## config.mk

```make
export PLATFORM = sky130hd
export DESIGN_NAME = vc_arbitro
export DESIGN_NICKNAME = d
export VERILOG_FILES = /design/src/rtl/vc_arbitro.sv
export SDC_FILE = /design/constraint.sdc
export NUM_CORES = 1
export LEC_CHECK = 0
export ABC_AREA = 1
export CAP_MARGIN = 15
export CORE_ASPECT_RATIO = 0.7
export CORE_MARGIN = 2
export CORE_UTILIZATION = 38
export DETAILED_ROUTE_END_ITERATION = 16
export GPL_TIMING_DRIVEN = 0
export PLACE_DENSITY = 0.82
export SLEW_MARGIN = 20
export SYNTH_ARGS = -nofsm -noshare
export SYNTH_HDL_FRONTEND = slang
export SYNTH_SLANG_ARGS = --single-unit
```

## constraint.sdc

```tcl
create_clock -name clk -period 2 [get_ports clk]
set_input_delay 0.3 -clock clk [delete_from_list [all_inputs] [get_ports clk]]
set_output_delay 0.3 -clock clk [all_outputs]
set_load 0.01 [all_outputs]
```

## src/rtl/vc_arbitro.sv

```systemverilog
// Weighted round-robin scheduler moving words from two VC FIFOs into two destination FIFOs.
// Optional grant statistics are built only when ARB_STATS_EN is defined.
//
// state | meaning
// OFF   | idle, control FSM not active; no grants
// RUN   | scheduling allowed while active_in stays high
// HALT  | sticky error stop, left only through reset
module vc_arbitro #(
   parameter int DATA_WIDTH = 6,
   parameter int DEST_BIT   = 4,
   parameter int WEIGHT_VC0 = 3
) (
   input  logic                  clk,
   input  logic                  reset_L,
   input  logic                  active_in,
   input  logic                  error_in,
   input  logic                  vc0_empty,
   input  logic                  vc1_empty,
   input  logic [DATA_WIDTH-1:0] vc0_data,
   input  logic [DATA_WIDTH-1:0] vc1_data,
   input  logic                  d0_almost_full,
   input  logic                  d1_almost_full,
   output logic                  vc0_pop,
   output logic                  vc1_pop,
   output logic                  d0_push,
   output logic                  d1_push,
   output logic [DATA_WIDTH-1:0] data_out,
   output logic                  halted,
   output logic [15:0]           gnt_cnt_vc0,
   output logic [15:0]           gnt_cnt_vc1
);

   localparam logic [1:0] WEIGHT = 2'(WEIGHT_VC0);

   typedef enum logic [1:0] {ST_OFF, ST_RUN, ST_HALT} state_t;

   state_t                state, state_nxt;
   logic [1:0]            cnt, cnt_nxt;
   logic                  sched_ok, elig0, elig1, gnt0, gnt1;
   logic [DATA_WIDTH-1:0] gnt_word;

   always_ff @(posedge clk or negedge reset_L) begin
      if (!reset_L) begin
         state <= ST_OFF;
         cnt   <= 2'd0;
      end else begin
         state <= state_nxt;
         cnt   <= cnt_nxt;
      end
   end

   always_comb begin
      state_nxt = state;
      cnt_nxt   = cnt;
      gnt0      = 1'b0;
      gnt1      = 1'b0;
      gnt_word  = vc0_data;
      sched_ok  = (state == ST_RUN) && active_in && !error_in;
      elig0     = sched_ok && !vc0_empty &&
                  !(vc0_data[DEST_BIT] ? d1_almost_full : d0_almost_full);
      elig1     = sched_ok && !vc1_empty &&
                  !(vc1_data[DEST_BIT] ? d1_almost_full : d0_almost_full);

      // cnt only advances while VC1 is actually being held off
      if (elig0 && elig1) begin
         if (cnt == WEIGHT) begin
            gnt1    = 1'b1;
            cnt_nxt = 2'd0;
         end else begin
            gnt0    = 1'b1;
            cnt_nxt = cnt + 2'd1;
         end
      end else if (elig0) begin
         gnt0 = 1'b1;
      end else if (elig1) begin
         gnt1    = 1'b1;
         cnt_nxt = 2'd0;
      end
      if (gnt1) gnt_word = vc1_data;

      case (state)
         ST_OFF:  if (active_in)  state_nxt = ST_RUN;
         ST_RUN:  if (!active_in) state_nxt = ST_OFF;
         default: state_nxt = ST_HALT;
      endcase
      if (error_in) state_nxt = ST_HALT;
   end

   assign vc0_pop = gnt0;
   assign vc1_pop = gnt1;
   assign halted  = (state == ST_HALT);

   always_ff @(posedge clk or negedge reset_L) begin
      if (!reset_L) begin
         d0_push  <= 1'b0;
         d1_push  <= 1'b0;
         data_out <= '0;
      end else if (gnt0 || gnt1) begin
         d0_push  <= !gnt_word[DEST_BIT];
         d1_push  <= gnt_word[DEST_BIT];
         data_out <= gnt_word;
      end else begin
         d0_push  <= 1'b0;
         d1_push  <= 1'b0;
      end
   end

`ifdef ARB_STATS_EN
   logic [15:0] stat0, stat1;

   always_ff @(posedge clk or negedge reset_L) begin
      if (!reset_L) begin
         stat0 <= 16'd0;
         stat1 <= 16'd0;
      end else if (state != ST_HALT) begin
         if (gnt0 && stat0 != 16'hFFFF) stat0 <= stat0 + 16'd1;
         if (gnt1 && stat1 != 16'hFFFF) stat1 <= stat1 + 16'd1;
      end
   end

   assign gnt_cnt_vc0 = stat0;
   assign gnt_cnt_vc1 = stat1;
`else
   assign gnt_cnt_vc0 = 16'd0;
   assign gnt_cnt_vc1 = 16'd0;
`endif

endmodule
```

Word level (Yosys, flattened, before mapping)
Cells that the tools add are included.
- bits in registers: 12
- input port bits: 20
- output and inout bits: 43
- logic and storage cells: 50
- add/subtract/negate cells: 1
- equality and inequality tests: 6
- muxes and demuxes: 20
- reduce and logical (&&, ||, !) cells: 18
- operators with widths (kind ; number):
    $mux W2 ; 7
    $mux W1 ; 11
    $logic_and A1 B1 Y1 ; 7
    $logic_not A1 Y1 ; 6
    $mux W6 ; 1
    $ne A3 B3 Y1 const B ; 2
    $eq A2 B2 Y1 const B ; 2
    $pmux W2 S2 ; 1
    $reduce_and A2 Y1 ; 2
    $add A2 B1 Y2 const B ; 1
    $eq A2 B1 Y1 const B ; 1
    $logic_not A2 Y1 ; 1
    $ne A2 B1 Y1 const B ; 1
    $reduce_bool A2 Y1 ; 1
    $logic_or A1 B1 Y1 ; 1

Depth between registers and ports, before layout
Gate-level depths: netlist of run 1.
- word-level depth: 11
- depth in mapped cells: 8
- gate-level depth less buffers: 8

Worst setup path after synthesis of run 1
OpenSTA, ideal clock, no wires.
- kind: register -> output
- start: register state[1]
- end: output port vc0_pop
- arrival: 1.034 ns
- required time: 1.700 ns
- path slack: 0.666 ns
- stages on the path, launching flop included: 6
- buffers on the path: 0
- cell sequence: dfrtp_1 -> nor2_4 -> nand2_4 -> nor2_2 -> inv_1 -> a21oi_1
- word-level cells in the longest chain between the ends: 7
- elaborated cells on any way between the ends: 10
- those cells by class: eq/ne (1); mux (2); reduce/logical (7)
- ends and longest elaborated chain (what ; RTL line ; text):
    from (decl) ; 37 ; state_t state, state_nxt;
    from (signal assigned) ; 47 ; state <= state_nxt;
    $eq A2 B1 Y1 (*) ; 58 ; sched_ok = (state == ST_RUN) && active_in && !error_in;
    $logic_and A1 B1 Y1 (*) (2 in a row) ; 58 ;
    $logic_and A1 B1 Y1, on equally long branches (2 in a row) ; 59, 61 ;
    $mux W1 or $logic_and A1 B1 Y1 (tied branches) ; 73, 65 ;
    $mux W1 (*) ; 65 ; if (elig0 && elig1) begin
    to (decl) ; 23 ; output logic vc0_pop,
Mark *: on every way between the ends. The rest lies on a longest branch, timed or not.

Worst setup path in the final report of run 1
- start: input port vc1_data[4]
- end: output port vc1_pop
- word-level cells in the longest chain between the ends: 6
- elaborated cells on any way between the ends: 7
- those cells by class: mux (4); reduce/logical (3)
- ends and longest elaborated chain (what ; RTL line ; text):
    from (decl) ; 20 ; input logic [DATA_WIDTH-1:0] vc1_data,
    $mux W1 (*) ; 62 ; !(vc1_data[DEST_BIT] ? d1_almost_full : d0_almost_full);
    $logic_not A1 Y1 (*) ; 62 ;
    $logic_and A1 B1 Y1 (*) ; 61 ; elig1 = sched_ok && !vc1_empty &&
    $mux W1 ; 75 ; end else if (elig1) begin
    $mux W1 ; 73 ; end else if (elig0) begin
    $mux W1 (*) ; 65 ;
    to (decl) ; 24 ; output logic vc1_pop,
Marks and branches as above.

==> flow_summary_export.csv, run 1 <==
group,metric,value,unit
outcome,status,"finished clean",
power,p_sw_share,25.0,%
clocking,htreeDepth,1,
routing,vias,783,
run,cap_violations,0,
sta,finalHoldViolations,0,
routing,drtAntennaViolNets,0,
power,peakVddDrop,0.218,mV
die,fp-row-count,15,
critical_path,worstSetupEndpointType,"primary output",
place,io_buffer_count,30,
final_layout,final_nets,198,
power,power.density,392,nW/um^2
clocking,path_clk_slew,0.07,ns
die,io_pins,63,
final_layout,synthToLayoutAreaGrowth,56.2,%
final_layout,final_common_cell,"buf_4",
sta,worst_slew_pin_slew,0.550,ns
die,fp.dieW,63.9,um
critical_path,slowest_stage,"clkdlybuf4s50_1",
global_route,grt_pass1_vias,694,
routing,drcViolationCount,0,
critical_path,arrival,1.61,ns
die,core,2420,sq um
sta,setup_ws,0.0944,ns
clocking,clockBufferDepth,2,
critical_path,reg2reg_depth,6,
critical_path,worstSetupPathType,"in -> out",
critical_path,crit_chain,"clkdlybuf4s50_1 -> inv_1 -> nand2_1 -> nand3_4 -> nor2_8 -> o21ai_4 -> inv_4 -> clkdlybuf4s15_1",
synthesis,ys_types,24,
final_layout,layout-drive-gt1-share,39.2,%
sta,slew_headroom,63.2,%
place,routabilityCongestion,0.724,
synthesis,synthTopCellsByArea,"dfrtp_1 31%, buf_4 25%, nand3_2 7.3%, nand2_1 5.1%, nand2_2 3.9%",
sta,finalMaxSlewViolations,0,
global_route,gr-usage-all-layers,13.6,%
synthesis,ys_seq_area_share,31.5,%
clocking,insertion_delay,0.27,ns
sta,min_period_over_period,95.3,%
place,dp_cells,202,
power,combPwrFrac,25.5,%
clocking,cts_tree,"yes",
die,die_h,45.9,um
clocking,clkSinkCount,12,
routing,vias_per_cell,3.73,
sta,worst_clock_skew,0.000635,ns
critical_path,required,1.70,ns
power,seq_power_share,42.0,%
critical_path,critPathMaxFanout,6,
synthesis,synthCells,107,
global_route,grt_max_degree,13,
global_route,grt_overflow,0,
synthesis,synth_area_leader_cell,"dfrtp_1",
sta,period_needed,1.91,ns
power,finalPower,584,uW
synthesis,syn_area,955,sq um
die,dieArea,2940,sq um
critical_path,r2r_slack,0.67,ns
routing,dr.pass1.iters,4,
power,leakagePower,0.000847,uW
critical_path,start_kind,"input port",
synthesis,synth.top_cell.area_share,31.5,%
routing,drt_iter0_markers,7,
power,netSwitchingPower,146,uW
clocking,clk_root_buffer_cell,"clkbuf_4",
die,start_util,39.4,%
place,dp_hpwl,1.57,mm
sta,setup_violations,0,
global_route,antenna_found_initial,0,
final_layout,layout_common_cells,"35 x buf_4, 32 x conb_1, 28 x clkdlybuf4s50_1",
sta,whs,0.382,ns
clocking,cts_buffers,3,
critical_path,r2r-end,"data_out[4]",
synthesis,synth_seq_cells,12,
min_path,hp-class,"in -> async",
power,internal_power,438,uW
final_layout,diodes,0,
synthesis,synth_warnings,0,
critical_path,cpPeakStageDelay,0.48,ns
global_route,grt_pass1_wl,2.94,mm
sta,rsz0062_at_grt,"no",
critical_path,rr_startpoint,"cnt[0]",
synthesis,syn_avg_cell_area,8.92,sq um
final_layout,instances_no_fill,210,
routing,routed_wl,1.91,mm
place,preCtsSetupSlack,-0.289,ns
sta,fmax,0.525,GHz
routing,wl_per_cell,9.10,um
power,clockPowerShare,32.5,%
[stage by stage]
stage | instance area [sq um] | util [%] | setup TNS, ns
detailed placement | 1410 | 58.4 | -0.543
global placement | 1410 | 58.4 | -0.521
finish | 1490 | 61.6 | 0
global route | 1490 | 61.6 | 0
floorplan | 1070 | - | 0
CTS | 1460 | 60.3 | -0.0261
[metal layers]
layer / vias up / track usage (%) / share of wire, % / routed length [um]
li1: 409 / - / - / -
met3: 2 / 5.69 / 8.5 / 162
met5: - / 0 / 0 / 0
met4: 0 / 3.91 / 0.47 / 9
met1: 345 / 14.8 / 38 / 730
met2: 27 / 24.8 / 53 / 1010
[cells by family (layout without fill, tap and decap cells)]
group	Yosys count	in the layout	share of synthesized area, %
simple gates	44	44	32.1
flops	12	12	31.5
fa+ha+maj	1	1	1.31
other cells	1	32	0.393
compound gates	5	5	4.33
buf+inv	44	82	30.4
[worst max-delay path by stage]
stage                     start       to  slack [ns]
finish              vc1_data[4]  vc1_pop        0.09
global route        vc1_data[4]  vc1_pop       0.001
CTS                 vc0_data[4]  vc1_pop       -0.03
detailed placement  vc1_data[4]  vc1_pop       -0.29
global placement      active_in  vc1_pop       -0.26
floorplan              state[1]  vc0_pop        0.67
[sequential cells by signal, summed over array words and instances, names as in the netlist]
name      flops
state         2
d0_push       1
d1_push       1
cnt           2
data_out      6
[repair_timing]
item                       4_1_cts  5_1_grt
gates resized for setup          3        5
setup endpoints to repair        2        2
gates cloned                     0        0
hold buffers                     0        0
setup buffers                    1        3
pin swaps                        1        1
hold endpoints to repair         0        0
[cells in the mapped netlist (all sizes together)]
| cell type | number |
|---|---|
| nand2 | 21 |
| nor2 | 7 |
| clkinv | 1 |
| o211ai | 1 |
| or2 | 2 |
| buf | 32 |
| a21oi | 2 |
| ha | 1 |
| o31ai | 1 |
| nand3 | 14 |
| inv | 11 |
| conb | 1 |
| o21ai | 1 |
| dfrtp | 12 |
[power by group through the flow]
stage | registers [uW] | logic (uW) | clock network, uW
after detailed placement | 250 | 143 | 0
after CTS | 245 | 144 | 193
after global placement | 250 | 142 | 0
final | 245 | 149 | 190
after global routing | 245 | 162 | 211
after floorplan | 251 | 92.1 | 0
[worst max-delay path, delay by kind of cell]
family	cells	cell delay, ns
buf+inv	4	0.90
simple gates	3	0.33
compound gates	1	0.09
[layout make-up]
class / instances / area [sq um]
Fill cell: 188 / 930
Inverter: 12 / 50.0
Tap cell: 34 / 42.5
Sequential cell: 12 / 300
Timing Repair Buffer: 34 / 329
Clock buffer: 4 / 36.3
Buffer: 32 / 240
Multi-Input combinational cell: 82 / 493
(Power assumes the default switching activity.)
==> inputs of run 2 (changes only) <==
--- a/config.mk
+++ b/config.mk
@@ -13,6 +13,7 @@
 export DETAILED_ROUTE_END_ITERATION = 16
 export GPL_TIMING_DRIVEN = 0
 export PLACE_DENSITY = 0.82
+export SKIP_CTS_REPAIR_TIMING = 1
 export SLEW_MARGIN = 20
 export SYNTH_ARGS = -nofsm -noshare
 export SYNTH_HDL_FRONTEND = slang
==> flow_summary_export.csv, run 2 (synthesized netlist as in run 1, its figures left out) <==
group,metric,value,unit
outcome,status,"finished clean",
routing,drt_iter0_markers,2,
die,die_h,45.9,um
final_layout,reg_top3,"data_out x6, cnt x2, state x2",
final_layout,largest_reg_flops,6,
clocking,clockBufferDepth,2,
clocking,htreeDepth,1,
die,fp-row-count,15,
place,dp_hpwl,1.57,mm
final_layout,synthToLayoutAreaGrowth,52.9,%
critical_path,critPathMaxFanout,7,
die,io_pins,63,
final_layout,final_common_cell,"buf_4",
global_route,grt_pass1_vias,684,
routing,routed_wl,1.82,mm
sta,finalMaxSlewViolations,0,
final_layout,final_nets,195,
critical_path,arrival,1.59,ns
sta,finalHoldViolations,0,
die,dieArea,2940,sq um
sta,rsz0062_at_grt,"no",
global_route,antenna_found_initial,0,
clocking,cts_tree,"yes",
clocking,path_clk_slew,0.07,ns
sta,worst_slew_pin_slew,0.540,ns
global_route,gr-usage-all-layers,13.2,%
min_path,hp-class,"in -> async",
final_layout,diodes,0,
power,leakagePower,0.000850,uW
final_layout,top_register,"data_out",
final_layout,layout-drive-gt1-share,38.2,%
routing,drcViolationCount,0,
sta,worst_clock_skew,0.00135,ns
routing,dr.pass1.iters,3,
power,peakVddDrop,0.222,mV
routing,drtAntennaViolNets,0,
clocking,cts_buffers,3,
place,io_buffer_count,30,
run,cap_violations,0,
clocking,clkSinkCount,12,
clocking,insertion_delay,0.27,ns
routing,wl_per_cell,8.78,um
sta,setup_violations,0,
power,power.density,399,nW/um^2
global_route,grt_overflow,0,
final_layout,post-route-util,60.3,%
global_route,grt_pass1_wl,2.86,mm
final_layout,layout_common_cells,"33 x buf_4, 32 x conb_1, 28 x clkdlybuf4s50_1",
sta,period_needed,1.89,ns
sta,slew_headroom,63.9,%
critical_path,required,1.70,ns
final_layout,fillers,194,
die,fp.dieW,63.9,um
routing,vias,761,
critical_path,start_kind,"input port",
critical_path,worstSetupPathType,"in -> out",
die,start_util,39.4,%
sta,setup_tns,0,ns
sta,fmax,0.529,GHz
critical_path,worstSetupEndpointType,"primary output",
routing,vias_per_cell,3.68,
global_route,grt_max_degree,13,
place,routabilityCongestion,0.724,
clocking,clk_root_buffer_cell,"clkbuf_4",
die,core,2420,sq um
sta,min_period_over_period,94.4,%
## run 2: cell count changes in the layout (fill, tap and decap cells not counted), sizes merged
cell / previous run / this run
dlymetal6s2s: 0 / 1
clkdlybuf4s15: 1 / 0
buf: 36 / 33
## run 2: power by group
group	total (uW)	leakage, uW	internal, uW	switching [uW]
Sequential	245	0.000162	244	1.03
Combinational	147	0.000667	82.7	64.1
Clock	191	0.0000210	111	80.7
## run 2: path summary, 6_finish.rpt
path	start	to	slack, ns	cells past startpoint
max	vc1_data[4]	vc1_pop	0.11	8
min	reset_L	cnt[1]	0.38	1
max reg2reg	cnt[0]	data_out[0]	0.64	5
min reg2reg	data_out[4]	data_out[4]	0.50	2
max in group asynchronous	reset_L	data_out[2]	1.27	1
min in group clk	data_out[4]	data_out[4]	0.50	2
## run 2: layout make-up
cell class              instances  area (sq um)  area share (%)
multi-input cells              82           485            33.2
repair buffers                 31           305            20.9
flip-flops and latches         12           300            20.6
plain buffers                  32           240            16.5
inverters                      12          50.0            3.43
well taps                      34          42.5            2.91
clock buffers                   4          36.3            2.49
## run 2: through the flow
step	area, sq um	total power [uW]	std cells	hold WS [ns]	setup WS (ns)
2_1_floorplan	1070	343	138	0.00441	0.666
3_5_place_dp	1410	393	202	0.484	-0.289
3_3_place_gp	1410	392	202	0.468	-0.263
4_1_cts	1450	582	206	0.391	-0.297
5_1_grt	1460	616	207	0.415	0.0251
6_report	1460	583	207	0.377	0.111
## run 2: critical path: stages
cell,delay [ns]
clkdlybuf4s50_1,0.47
inv_1,0.06
nand2_1,0.07
nand3_2,0.12
nor2_8,0.18
o21ai_4,0.12
inv_4,0.12
clkbuf_2,0.14
## run 2: routing by layer
layer	global-route usage [%]	part of all wire, %	wire length, um
met2	24.0	53	958
met1	14.4	38	689
met4	3.91	0.50	9
met3	5.69	8.8	160
met5	0	0	0
